File: config.mk
export PLATFORM = sky130hd
export DESIGN_NAME = alu_op_sequencer_flat
export DESIGN_NICKNAME = d
export VERILOG_FILES = /design/src/rtl/alu_op_sequencer_if.sv /design/src/rtl/alu_op_sequencer.sv /design/src/flat_wrapper.sv
export SDC_FILE = /design/constraint.sdc
export NUM_CORES = 1
export LEC_CHECK = 0
export ABC_CLOCK_PERIOD_IN_PS = 8100
export CAP_MARGIN = 20
export CORE_UTILIZATION = 40
export CTS_CLUSTER_SIZE = 28
export DETAILED_ROUTE_END_ITERATION = 7
export HOLD_SLACK_MARGIN = 0.1
export PLACE_DENSITY = 0.64
export REMOVE_ABC_BUFFERS = 1
export SETUP_SLACK_MARGIN = 0.02
export SLEW_MARGIN = 20
export SYNTH_ARGS = -nofsm -noshare
export SYNTH_HDL_FRONTEND = slang
export SYNTH_SLANG_ARGS = --single-unit
File: constraint.sdc
create_clock -name clk -period 8.1 [get_ports clk]
set_clock_uncertainty 0.2 [all_clocks]
set_input_delay 1.215 -clock clk [delete_from_list [all_inputs] [get_ports clk]]
set_output_delay 1.215 -clock clk [all_outputs]
set_load 0.02 [all_outputs]
File: src/rtl/alu_op_sequencer_if.sv
// Request, AU operand/result and response signals of the ALU op sequencer.
// The slave side is the sequencer; the master side is its environment.
interface alu_op_sequencer_if #(
    parameter int WIDTH = 8
);
    logic             in_valid;
    logic             in_ready;
    logic [2:0]       in_op;
    logic [WIDTH-1:0] in_a;
    logic [WIDTH-1:0] in_b;
    logic [WIDTH-1:0] au_in1;
    logic [WIDTH-1:0] au_in2;
    logic [WIDTH-1:0] au_add_out;
    logic             au_add_cout;
    logic [WIDTH-1:0] au_sub_out;
    logic             au_sub_bout;
    logic             res_valid;
    logic             res_ready;
    logic [WIDTH-1:0] res_data;
    logic [3:0]       res_flags;

    modport slave (
        input  in_valid, in_op, in_a, in_b,
        input  au_add_out, au_add_cout, au_sub_out, au_sub_bout,
        input  res_ready,
        output in_ready, au_in1, au_in2,
        output res_valid, res_data, res_flags
    );

    modport master (
        output in_valid, in_op, in_a, in_b,
        output au_add_out, au_add_cout, au_sub_out, au_sub_bout,
        output res_ready,
        input  in_ready, au_in1, au_in2,
        input  res_valid, res_data, res_flags
    );
endinterface

File: src/rtl/alu_op_sequencer.sv
// Control/result stage around a registered adder/subtractor unit.
// Operands are latched on accept; work starts on the following edge.
module alu_op_sequencer #(
    parameter int WIDTH = 8
) (
    input  logic clk,
    input  logic reset,
    alu_op_sequencer_if.slave bus
);
    localparam int MSB = WIDTH - 1;
    localparam int IW  = $clog2(WIDTH + 1);
    localparam logic [IW-1:0] I_LAST = IW'(WIDTH);

    localparam logic [2:0] OP_ADD = 3'b000;
    localparam logic [2:0] OP_SUB = 3'b001;
    localparam logic [2:0] OP_AND = 3'b010;
    localparam logic [2:0] OP_OR  = 3'b011;
    localparam logic [2:0] OP_XOR = 3'b100;
    localparam logic [2:0] OP_INC = 3'b101;
    localparam logic [2:0] OP_CMP = 3'b110;
    localparam logic [2:0] OP_MUL = 3'b111;

    typedef enum logic [2:0] {
        IDLE, ISSUE, WAIT, MUL_ISSUE, MUL_WAIT, DONE
    } state_t;

    state_t           state_q;
    logic [2:0]       op_q;
    logic [WIDTH-1:0] a_q, b_q;
    logic [WIDTH-1:0] au_in1_q, au_in2_q;
    logic [WIDTH-1:0] res_data_q;
    logic [3:0]       res_flags_q;
    logic             res_valid_q, in_ready_q;
    logic             wait_q, ovf_q;
    logic [IW-1:0]    i_q;

    logic             is_logic;
    logic [WIDTH-1:0] lg_res;
    logic [WIDTH-1:0] au_res, au_fres;
    logic             au_c, au_v;
    logic [2*WIDTH-1:0] mul_sh;
    logic             mul_first, mul_bit, mul_ovf, mul_ovf_nxt;
    logic [WIDTH-1:0] mul_sum;

    // Local logic result and AU capture/flag selection
    always_comb begin
        is_logic = 1'b0;
        lg_res   = '0;
        au_res   = bus.au_add_out;
        au_fres  = bus.au_add_out;
        au_c     = bus.au_add_cout;
        au_v     = (au_in1_q[MSB] == au_in2_q[MSB]) &&
                   (bus.au_add_out[MSB] != au_in1_q[MSB]);
        case (op_q)
            OP_AND: begin is_logic = 1'b1; lg_res = a_q & b_q; end
            OP_OR:  begin is_logic = 1'b1; lg_res = a_q | b_q; end
            OP_XOR: begin is_logic = 1'b1; lg_res = a_q ^ b_q; end
            OP_SUB, OP_CMP: begin
                au_res  = (op_q == OP_CMP) ? a_q : bus.au_sub_out;
                au_fres = bus.au_sub_out;
                au_c    = bus.au_sub_bout;
                au_v    = (au_in1_q[MSB] != au_in2_q[MSB]) &&
                          (bus.au_sub_out[MSB] != au_in1_q[MSB]);
            end
            default: ;
        endcase
    end

    // Shift-add step: next partial product term and overflow tracking
    always_comb begin
        mul_sh      = {{WIDTH{1'b0}}, a_q} << i_q;
        mul_bit     = |(b_q & (WIDTH'(1) << i_q));
        mul_first   = (i_q == '0);
        mul_sum     = mul_first ? '0 : bus.au_add_out;
        mul_ovf     = ovf_q | (!mul_first & bus.au_add_cout);
        mul_ovf_nxt = mul_ovf | (mul_bit & (|mul_sh[2*WIDTH-1:WIDTH]));
    end

    // Sequencer FSM with registered outputs
    always_ff @(posedge clk) begin
        if (!reset) begin
            state_q     <= IDLE;
            op_q        <= '0;
            a_q         <= '0;
            b_q         <= '0;
            au_in1_q    <= '0;
            au_in2_q    <= '0;
            res_data_q  <= '0;
            res_flags_q <= '0;
            res_valid_q <= 1'b0;
            in_ready_q  <= 1'b1;
            wait_q      <= 1'b0;
            ovf_q       <= 1'b0;
            i_q         <= '0;
        end else begin
            unique case (state_q)
                IDLE: if (bus.in_valid) begin
                    op_q       <= bus.in_op;
                    a_q        <= bus.in_a;
                    b_q        <= bus.in_b;
                    in_ready_q <= 1'b0;
                    wait_q     <= 1'b0;
                    ovf_q      <= 1'b0;
                    i_q        <= '0;
                    state_q    <= (bus.in_op == OP_MUL) ? MUL_ISSUE : ISSUE;
                end
                ISSUE: if (is_logic) begin
                    res_data_q  <= lg_res;
                    res_flags_q <= {lg_res == '0, lg_res[MSB], 2'b00};
                    res_valid_q <= 1'b1;
                    state_q     <= DONE;
                end else begin
                    au_in1_q <= a_q;
                    au_in2_q <= (op_q == OP_INC) ? WIDTH'(1) : b_q;
                    state_q  <= WAIT;
                end
                WAIT: if (!wait_q) begin
                    wait_q <= 1'b1;
                end else begin
                    res_data_q  <= au_res;
                    res_flags_q <= {au_fres == '0, au_fres[MSB], au_c, au_v};
                    res_valid_q <= 1'b1;
                    state_q     <= DONE;
                end
                MUL_ISSUE: if (i_q == I_LAST) begin
                    res_data_q  <= mul_sum;
                    res_flags_q <= {mul_sum == '0, mul_sum[MSB],
                                    mul_ovf, mul_ovf};
                    res_valid_q <= 1'b1;
                    state_q     <= DONE;
                end else begin
                    ovf_q    <= mul_ovf_nxt;
                    au_in1_q <= mul_sum;
                    au_in2_q <= mul_bit ? mul_sh[WIDTH-1:0] : '0;
                    state_q  <= MUL_WAIT;
                end
                MUL_WAIT: begin
                    i_q     <= i_q + IW'(1);
                    state_q <= MUL_ISSUE;
                end
                DONE: if (bus.res_ready) begin
                    res_valid_q <= 1'b0;
                    in_ready_q  <= 1'b1;
                    state_q     <= IDLE;
                end
                default: state_q <= IDLE;
            endcase
        end
    end

    assign bus.in_ready  = in_ready_q;
    assign bus.au_in1    = au_in1_q;
    assign bus.au_in2    = au_in2_q;
    assign bus.res_valid = res_valid_q;
    assign bus.res_data  = res_data_q;
    assign bus.res_flags = res_flags_q;
endmodule

File: src/flat_wrapper.sv
// flat-port wrapper written by rule: the top's interface ports become plain ports
module alu_op_sequencer_flat 
#(
    parameter int WIDTH = 8
)
  (clk, reset, bus_in_valid, bus_in_op, bus_in_a, bus_in_b, bus_au_add_out, bus_au_add_cout, bus_au_sub_out, bus_au_sub_bout, bus_res_ready, bus_in_ready, bus_au_in1, bus_au_in2, bus_res_valid, bus_res_data, bus_res_flags);
  alu_op_sequencer_if #(.WIDTH(WIDTH)) bus_i ();
  input  logic clk;
  input  logic reset;
  input wire logic [$bits(bus_i.in_valid)-1:0] bus_in_valid;
  input wire logic [$bits(bus_i.in_op)-1:0] bus_in_op;
  input wire logic [$bits(bus_i.in_a)-1:0] bus_in_a;
  input wire logic [$bits(bus_i.in_b)-1:0] bus_in_b;
  input wire logic [$bits(bus_i.au_add_out)-1:0] bus_au_add_out;
  input wire logic [$bits(bus_i.au_add_cout)-1:0] bus_au_add_cout;
  input wire logic [$bits(bus_i.au_sub_out)-1:0] bus_au_sub_out;
  input wire logic [$bits(bus_i.au_sub_bout)-1:0] bus_au_sub_bout;
  input wire logic [$bits(bus_i.res_ready)-1:0] bus_res_ready;
  output wire logic [$bits(bus_i.in_ready)-1:0] bus_in_ready;
  output wire logic [$bits(bus_i.au_in1)-1:0] bus_au_in1;
  output wire logic [$bits(bus_i.au_in2)-1:0] bus_au_in2;
  output wire logic [$bits(bus_i.res_valid)-1:0] bus_res_valid;
  output wire logic [$bits(bus_i.res_data)-1:0] bus_res_data;
  output wire logic [$bits(bus_i.res_flags)-1:0] bus_res_flags;
  assign bus_i.in_valid = bus_in_valid;
  assign bus_i.in_op = bus_in_op;
  assign bus_i.in_a = bus_in_a;
  assign bus_i.in_b = bus_in_b;
  assign bus_i.au_add_out = bus_au_add_out;
  assign bus_i.au_add_cout = bus_au_add_cout;
  assign bus_i.au_sub_out = bus_au_sub_out;
  assign bus_i.au_sub_bout = bus_au_sub_bout;
  assign bus_i.res_ready = bus_res_ready;
  assign bus_in_ready = bus_i.in_ready;
  assign bus_au_in1 = bus_i.au_in1;
  assign bus_au_in2 = bus_i.au_in2;
  assign bus_res_valid = bus_i.res_valid;
  assign bus_res_data = bus_i.res_data;
  assign bus_res_flags = bus_i.res_flags;
  alu_op_sequencer #(.WIDTH(WIDTH)) u_core (.clk(clk), .reset(reset), .bus(bus_i));
endmodule
# After elaboration in Yosys (flattened, before gate mapping)
# Cells that the tools add are included.
dict set report op_classes {
  addsub 1
  n_eq_ne 24
  shifts 2
  muxes 44
  bitwise_logic 8
  reduce_logical 28
}
# op n
set op_table {}
lappend op_table {{$mux W8} 13}
lappend op_table {{$pmux W8 S3} 2}
lappend op_table {{$pmux W8 S2} 2}
lappend op_table {{$logic_not A8 Y1} 3}
lappend op_table {{$eq A3 B3 Y1 const B} 6}
lappend op_table {{$pmux W3 S6} 1}
lappend op_table {{$and A8 B8 Y8} 2}
lappend op_table {{$mux W4} 4}
lappend op_table {{$reduce_or A8 Y1} 2}
lappend op_table {{$shl A8 B4 Y16} 1}
lappend op_table {{$eq A3 B2 Y1 const B} 4}
lappend op_table {{$mux W3} 4}
lappend op_table {{$pmux W4 S3} 1}
lappend op_table {{$reduce_and A3 Y1} 4}
lappend op_table {{$mux W1} 11}
lappend op_table {{$reduce_bool A2 Y1} 5}
lappend op_table {{$ne A2 B2 Y1 const B} 4}
lappend op_table {{$or A8 B8 Y8} 1}
lappend op_table {{$pmux W4 S2} 1}
lappend op_table {{$shl A1 B4 Y8 const A} 1}
lappend op_table {{$xor A8 B8 Y8} 1}
lappend op_table {{$eq A3 B1 Y1 const B} 2}
lappend op_table {{$ne A2 B1 Y1 const B} 3}
lappend op_table {{$pmux W1 S2} 3}
lappend op_table {{other kinds (19)} 26}
dict set report totals {
  regBits 58
  out_inout_bits 30
}

# Depth between registers and ports, before layout
# Gate-level depths: netlist of run 1.
dict set report depth {
  ltp_word 7
  mapped_depth 10
  ltp_nobuf 7
}

# Worst setup path after synthesis of run 1
# Ideal clock, no wire load.
dict set report synth_timing {
  path_type {register to register}
  from {reg u_core.i_q[1]}
  to {reg u_core.au_in2_q[6], in the netlist u_core.bus.au_in2[6]}
  setup_time_ns 0.122
  t_arrival_ns 2.266
  path_slack_ns 5.513
  path_stages_with_launch 10
  n_path_buf 2
  path_cell_list {dfxtp_1 clkbuf_1 clkbuf_1 inv_1 ha_1 a222oi_1 mux2_2 a21oi_1 a22oi_1 a21oi_1}
}
dict set report synth_between {
  elab_chain_len 6
  word_cells_on_any_way 10
  cone_classes {eq/ne (2); shift (2); mux (3); bitwise (1); reduce/logical (2)}
}
# item line
set synth_rtl {}
lappend synth_rtl {{start: declaration} alu_op_sequencer.sv:35} ;# logic [IW-1:0] i_q;
lappend synth_rtl {{start signal: assignment} alu_op_sequencer.sv:138} ;# i_q <= i_q + IW'(1);
lappend synth_rtl {{$shl A1 B4 Y8} alu_op_sequencer.sv:72} ;# mul_bit = |(b_q & (WIDTH'(1) << i_q));
lappend synth_rtl {{$and A8 B8 Y8} alu_op_sequencer.sv:72}
lappend synth_rtl {{$reduce_or A8 Y1} alu_op_sequencer.sv:72}
lappend synth_rtl {{$mux W8} alu_op_sequencer.sv:134} ;# au_in2_q <= mul_bit ? mul_sh[WIDTH-1:0] : '0;
lappend synth_rtl {{$mux W8} alu_op_sequencer.sv:125} ;# MUL_ISSUE: if (i_q == I_LAST) begin
lappend synth_rtl {{$pmux W8 S2} alu_op_sequencer.sv:96} ;# unique case (state_q)
lappend synth_rtl {{end signal: assignment} alu_op_sequencer.sv:114} ;# au_in2_q <= (op_q == OP_INC) ? WIDTH'(1) : b_q;
lappend synth_rtl {{end signal: assignment} alu_op_sequencer.sv:134}
lappend synth_rtl {{end: declaration} alu_op_sequencer.sv:30} ;# logic [WIDTH-1:0] au_in1_q, au_in2_q;
# Parallel ways exist; a longest one is shown, timed or not. The select of a mux whose other input is x is not followed.
# A chain may end at the register's enable or synchronous reset.

# Final worst setup path of run 1
dict set report layout_timing {
  from {in reset}
  to {reg u_core.ovf_q}
}
# item line
set layout_rtl {}
lappend layout_rtl {{start: declaration} flat_wrapper.sv:9} ;# input logic reset;
lappend layout_rtl {{end signal: assignment} alu_op_sequencer.sv:132} ;# ovf_q <= mul_ovf_nxt;
lappend layout_rtl {{end: declaration} alu_op_sequencer.sv:34} ;# logic wait_q, ovf_q;
# No word-level cell between the ends.

==> results of run 1 <==
critical path: stages:
cell	delay [ps]
clkdlybuf4s50_1	1140
clkinv_1	770
buf_16	380
o311ai_0	310
per-layer routing:
layer  track usage [%]  vias up
li1                  -     1859
met1              31.8     1779
met2              37.3      149
met3              3.68       20
met4              8.58        0
met5                 0        -
metrics by stage:
step                instance area (um^2)  util (%)  hold WS (ps)  instances  worst slack [ps]
detailed placement                  4590      49.0           244        638              3710
finish                              4870      52.0           258        655              4340
CTS                                 4840      51.7           262        654              4090
global route                        4870      52.0           275        655              4100
global placement                    4590      49.0           239        638              3790
floorplan                           3720         -           253        438              5610
area by class of cell:
cell class,instances,area (um^2),share of cell area [%]
clock buffers,12,155,3.19
well taps,129,161,3.31
repair buffers,72,736,15.1
inverters,24,90.1,1.85
multi-input cells,356,2470,50.7
flip-flops and latches,58,1160,23.8
clock inverters,4,97.6,2.00
cell families (layout without fill, tap and decap cells):
kind of cell	after synthesis	after routing	share of synthesized area, %
mux	14	14	5.66
fa+ha+maj	22	22	7.04
buf+inv	61	112	7.17
simple gates	149	149	19.5
compound gates	171	171	30.9
flops	58	58	29.7
power by group:
group	switching (uW)	total [uW]	internal, uW	leakage [uW]
logic	264	486	222	0.00116
clock network	123	345	221	0.000123
registers	89.4	437	348	0.000474
total	477	1270	791	0.00176
flip-flops by register name, indices dropped and copies added (netlist names):
register,count
u_core.i_q,4
u_core.wait_q,1
u_core.bus.au_in1,8
u_core.op_q,3
u_core.bus.res_flags,4
u_core.bus.in_ready,1
u_core.state_q,3
u_core.bus.res_valid,1
u_core.a_q,8
u_core.bus.res_data,8
u_core.ovf_q,1
u_core.b_q,8
u_core.bus.au_in2,8
Yosys cell counts (all sizes together), types with 9 or more instances:
master / number / area share, %
a211oi: 10 / 1.9
a31oi: 10 / 1.6
ha: 22 / 7.0
buf: 19 / 3.1
nand2: 70 / 6.7
nor2b: 9 / 1.4
nor2: 27 / 2.7
inv: 23 / 2.2
a22oi: 16 / 3.1
clkbuf: 18 / 1.7
o21ai: 25 / 3.2
a21oi: 50 / 6.4
dfxtp: 58 / 30
final timing paths:
kind	startpoint	to	cells past startpoint
min reg2reg	u_core.bus.in_ready	u_core.bus.in_ready	1
min	u_core.bus.in_ready	u_core.bus.in_ready	1
max reg2reg	u_core.i_q[1]	u_core.bus.res_data[5]	7
max	reset	u_core.ovf_q	4
==> impl_metrics.toml, run 1 <==
[die]
die_w_um = 101
row_count = 35
dieArea_um2 = 10200
start_util_pct = 41.7
die_h_um = 101
core_area_um2 = 9370
ios = 71

[timing]
period_minus_slack_ps = 3760
hold_violations = 0
finalSetupViolCount = 0
post-route-period-util_pct = 46.5
tns_ps = 0
worst_pin_slew_ps = 1060
maxSlewHeadroom_pct = 28.9
rsz0062_at_grt = "no"
maxSlewViolCount = 0
fmax_ghz = 0.266

[global_routing]
grt_pass1_wl_mm = 18.3
antenna_found_initial = 0
grt-ovfl-total = 0
grt_usage_pct = 23.4
grt_pass1_vias = 3537
grt_max_degree = 35

[clock_tree]
tritoncts = "done"
cts_setup_buffers = 0
cts_hold_buf = 0
htree_levels = 3
cts_sinks = 58
cts_made_buffers = 9
clkLatencyLatePin_ps = 350
cts_root_buf = "clkbuf_8"
cts.clk_slew.worst_paths_ps = 80
cts_resized = 0
ctsLongestPathBuffers = 2

[setup_path]
crit_path_start_kind = "primary input"
cp-end-kind = "flop"
path_class = "primary input to flop"
r2r_slack_ps = 4980
arrival_ps = 3810
cp.required_ps = 8150
crit_fanout = 26

[synthesis]
seq_area_frac_synth_pct = 29.7
syn_avg_cell_area_um2 = 8.23
synthDistinctLibCells = 66
synth_edf_count = 0
postSynthCellCount = 475
synth_ff_type = "dfxtp_1"
ys_ff_latch = 58
async_reset_ff_share_pct = 0
syn-cell-area_um2 = 3910
yosysWarnings = 0

[route]
avgViaCountPerCell = 5.81
drt_pass1_iterations = 5
wl_met2_mm = 5.19
wl_met3_um = 706
routed.top_layer = "met4"
drc_errors = 0
num_vias = 3807
wire_per_inst_um = 17.3
wl_met1_mm = 5.24
ant_nets = 0
routed_wl_mm = 11.4
drt-initial-drc-count = 295

[final_layout]
layout-area-overhead-vs-synth_pct = 24.5
layout-drive-gt1-share_pct = 9.51
fillers = 932
final_nets = 584
final_cell_mix = "nand2_1, clkdlybuf4s50_1, dfxtp_1"
insertedDiodeCount = 0

[pwr]
powerDensity_nw_per_um2 = 260
ir_drop_mv = 0.113
power_leakage_uw = 0.00176
power_uw = 1270

[place]
port_buffers = 70
place_hpwl_mm = 7.87
place_congestion = 0.897

[outcome]
status = "completed"

[min_path]
hp-class = "flop to flop"

[job]
max_cap_violations = 0
Power figures use the tool's default switching activity.
==> inputs of run 2 (changes only) <==
ABC_CLOCK_PERIOD_IN_PS = 3400   (was 8100)
PLACE_DENSITY = 0.66   (was 0.64)
clock period = 3.4 ns   (was 8.1 ns; I/O delays follow)
==> impl_metrics.toml, run 2 (same netlist as run 1, synthesis figures left out) <==
[pwr]
powerDensity_nw_per_um2 = 611
power_leakage_uw = 0.00180
ir_drop_mv = 0.352

[timing]
hold_slack_ps = 258
worst_pin_slew_ps = 749
hold_violations = 0
rsz0062_at_grt = "no"
maxSlewViolCount = 0
finalSetupViolCount = 0
tns_ps = 0
fmax_ghz = 0.388
post-route-period-util_pct = 75.9
maxSlewHeadroom_pct = 50.0
setup_slack_ps = 820
period_minus_slack_ps = 2580

[setup_path]
r2r-start = "u_core.op_q[2]"
path_class = "flop to flop"
crit_fanout = 19
cp-end-kind = "flop"
crit_path_start_kind = "flop"
worstPathCellList = "and2b_1, or3_4, a21boi_4, buf_4, o21ai_0, a21oi_1"
cpMaxStageDelayCell = "dfxtp_1"
cp.required_ps = 3480
cp_slowest_stage_delay_ps = 660
critPathLaunch = "u_core.op_q[2]"
arrival_ps = 2660

[global_routing]
use_met1_pct = 31.4
grtUsageMet2_pct = 38.5
grt_usage_pct = 23.8
grt_max_degree = 26
grt-ovfl-total = 0
grt_pass1_vias = 3617
antenna_found_initial = 0
grt_pass1_wl_mm = 18.7
gr-usage-met3_pct = 4.51
grt.busiest_layer = "met2"

[route]
num_vias = 3873
wire_per_inst_um = 17.5
routed_wl_mm = 11.7
drc_errors = 0
drt_pass1_iterations = 5
ant_nets = 0
drt-initial-drc-count = 286
avgViaCountPerCell = 5.82

[die]
ios = 71
row_count = 35
die_h_um = 101
die_w_um = 101
start_util_pct = 41.7
dieArea_um2 = 10200
core_area_um2 = 9370

[clock_tree]
ctsLongestPathBuffers = 2
cts_hold_buf = 0
tritoncts = "done"
cts_root_buf = "clkbuf_8"
clkLatencyLatePin_ps = 350
cts_setup_buffers = 0
cts_sinks = 58
htree_levels = 3
cts.clk_slew.worst_paths_ps = 70
cts_resized = 0
cts_made_buffers = 9

[final_layout]
multi_input_area_um2 = 2470
insertedDiodeCount = 0
final_cell_mix = "nand2_1, clkdlybuf4s50_1, dfxtp_1"
final_nets = 594
seqCellArea_um2 = 1160
fillers = 934
layout-drive-gt1-share_pct = 11.4
fin_util_pct = 52.4
layout-area-overhead-vs-synth_pct = 25.6
design_area_um2 = 4910

[place]
port_buffers = 70
placed_cell_area_um2 = 4670
place_congestion = 0.910
pre_cts_ws_ps = 866
place_hpwl_mm = 8.41

[min_path]
holdCritStartpoint = "u_core.bus.in_ready"
hp-class = "flop to flop"

[outcome]
status = "completed"

[job]
max_cap_violations = 0
## run 2: critical path, delay by kind of cell, from the launching register on
family / cells / cell delay [ps]
flops: 1 / 660
simple gates: 2 / 660
buf+inv: 1 / 290
compound gates: 3 / 700
## run 2: layout make-up
type	instances	share of cell area [%]
tap	129	3.29
clock inverter	4	1.48
clock buffer	12	3.36
multi-input combinational	356	50.3
timing repair buffer	82	16.1
inverter	24	1.83
sequential	58	23.6
## run 2: final timing paths
kind | to | slack, ps | depth (start not counted)
setup / recovery | u_core.bus.au_in2[6] | 820 | 6
hold / removal | u_core.bus.in_ready | 260 | 1
setup reg to reg | u_core.bus.au_in2[6] | 820 | 6
hold reg to reg | u_core.bus.in_ready | 260 | 1
## run 2: where the power goes
| part | switching [uW] | internal (uW) | total [uW] |
|---|---|---|---|
| Sequential | 192 | 829 | 1020 |
| Combinational | 664 | 550 | 1210 |
| Clock | 295 | 471 | 766 |
| Total | 1150 | 1850 | 3000 |
## run 2: metrics by stage
step	total power, uW	cells
5_1_grt	3180	665
6_report	3000	665
4_1_cts	3010	665
3_3_place_gp	2220	649
3_5_place_dp	2240	649
2_1_floorplan	1730	438
## run 2: metal layers
metal | routed length (um) | vias to the layer above | part of all wire, %
li1 | - | 1877 | -
met1 | 5300 | 1832 | 45
met2 | 5380 | 139 | 46
met3 | 716 | 25 | 6.1
met4 | 267 | 0 | 2.3
met5 | 0 | - | 0
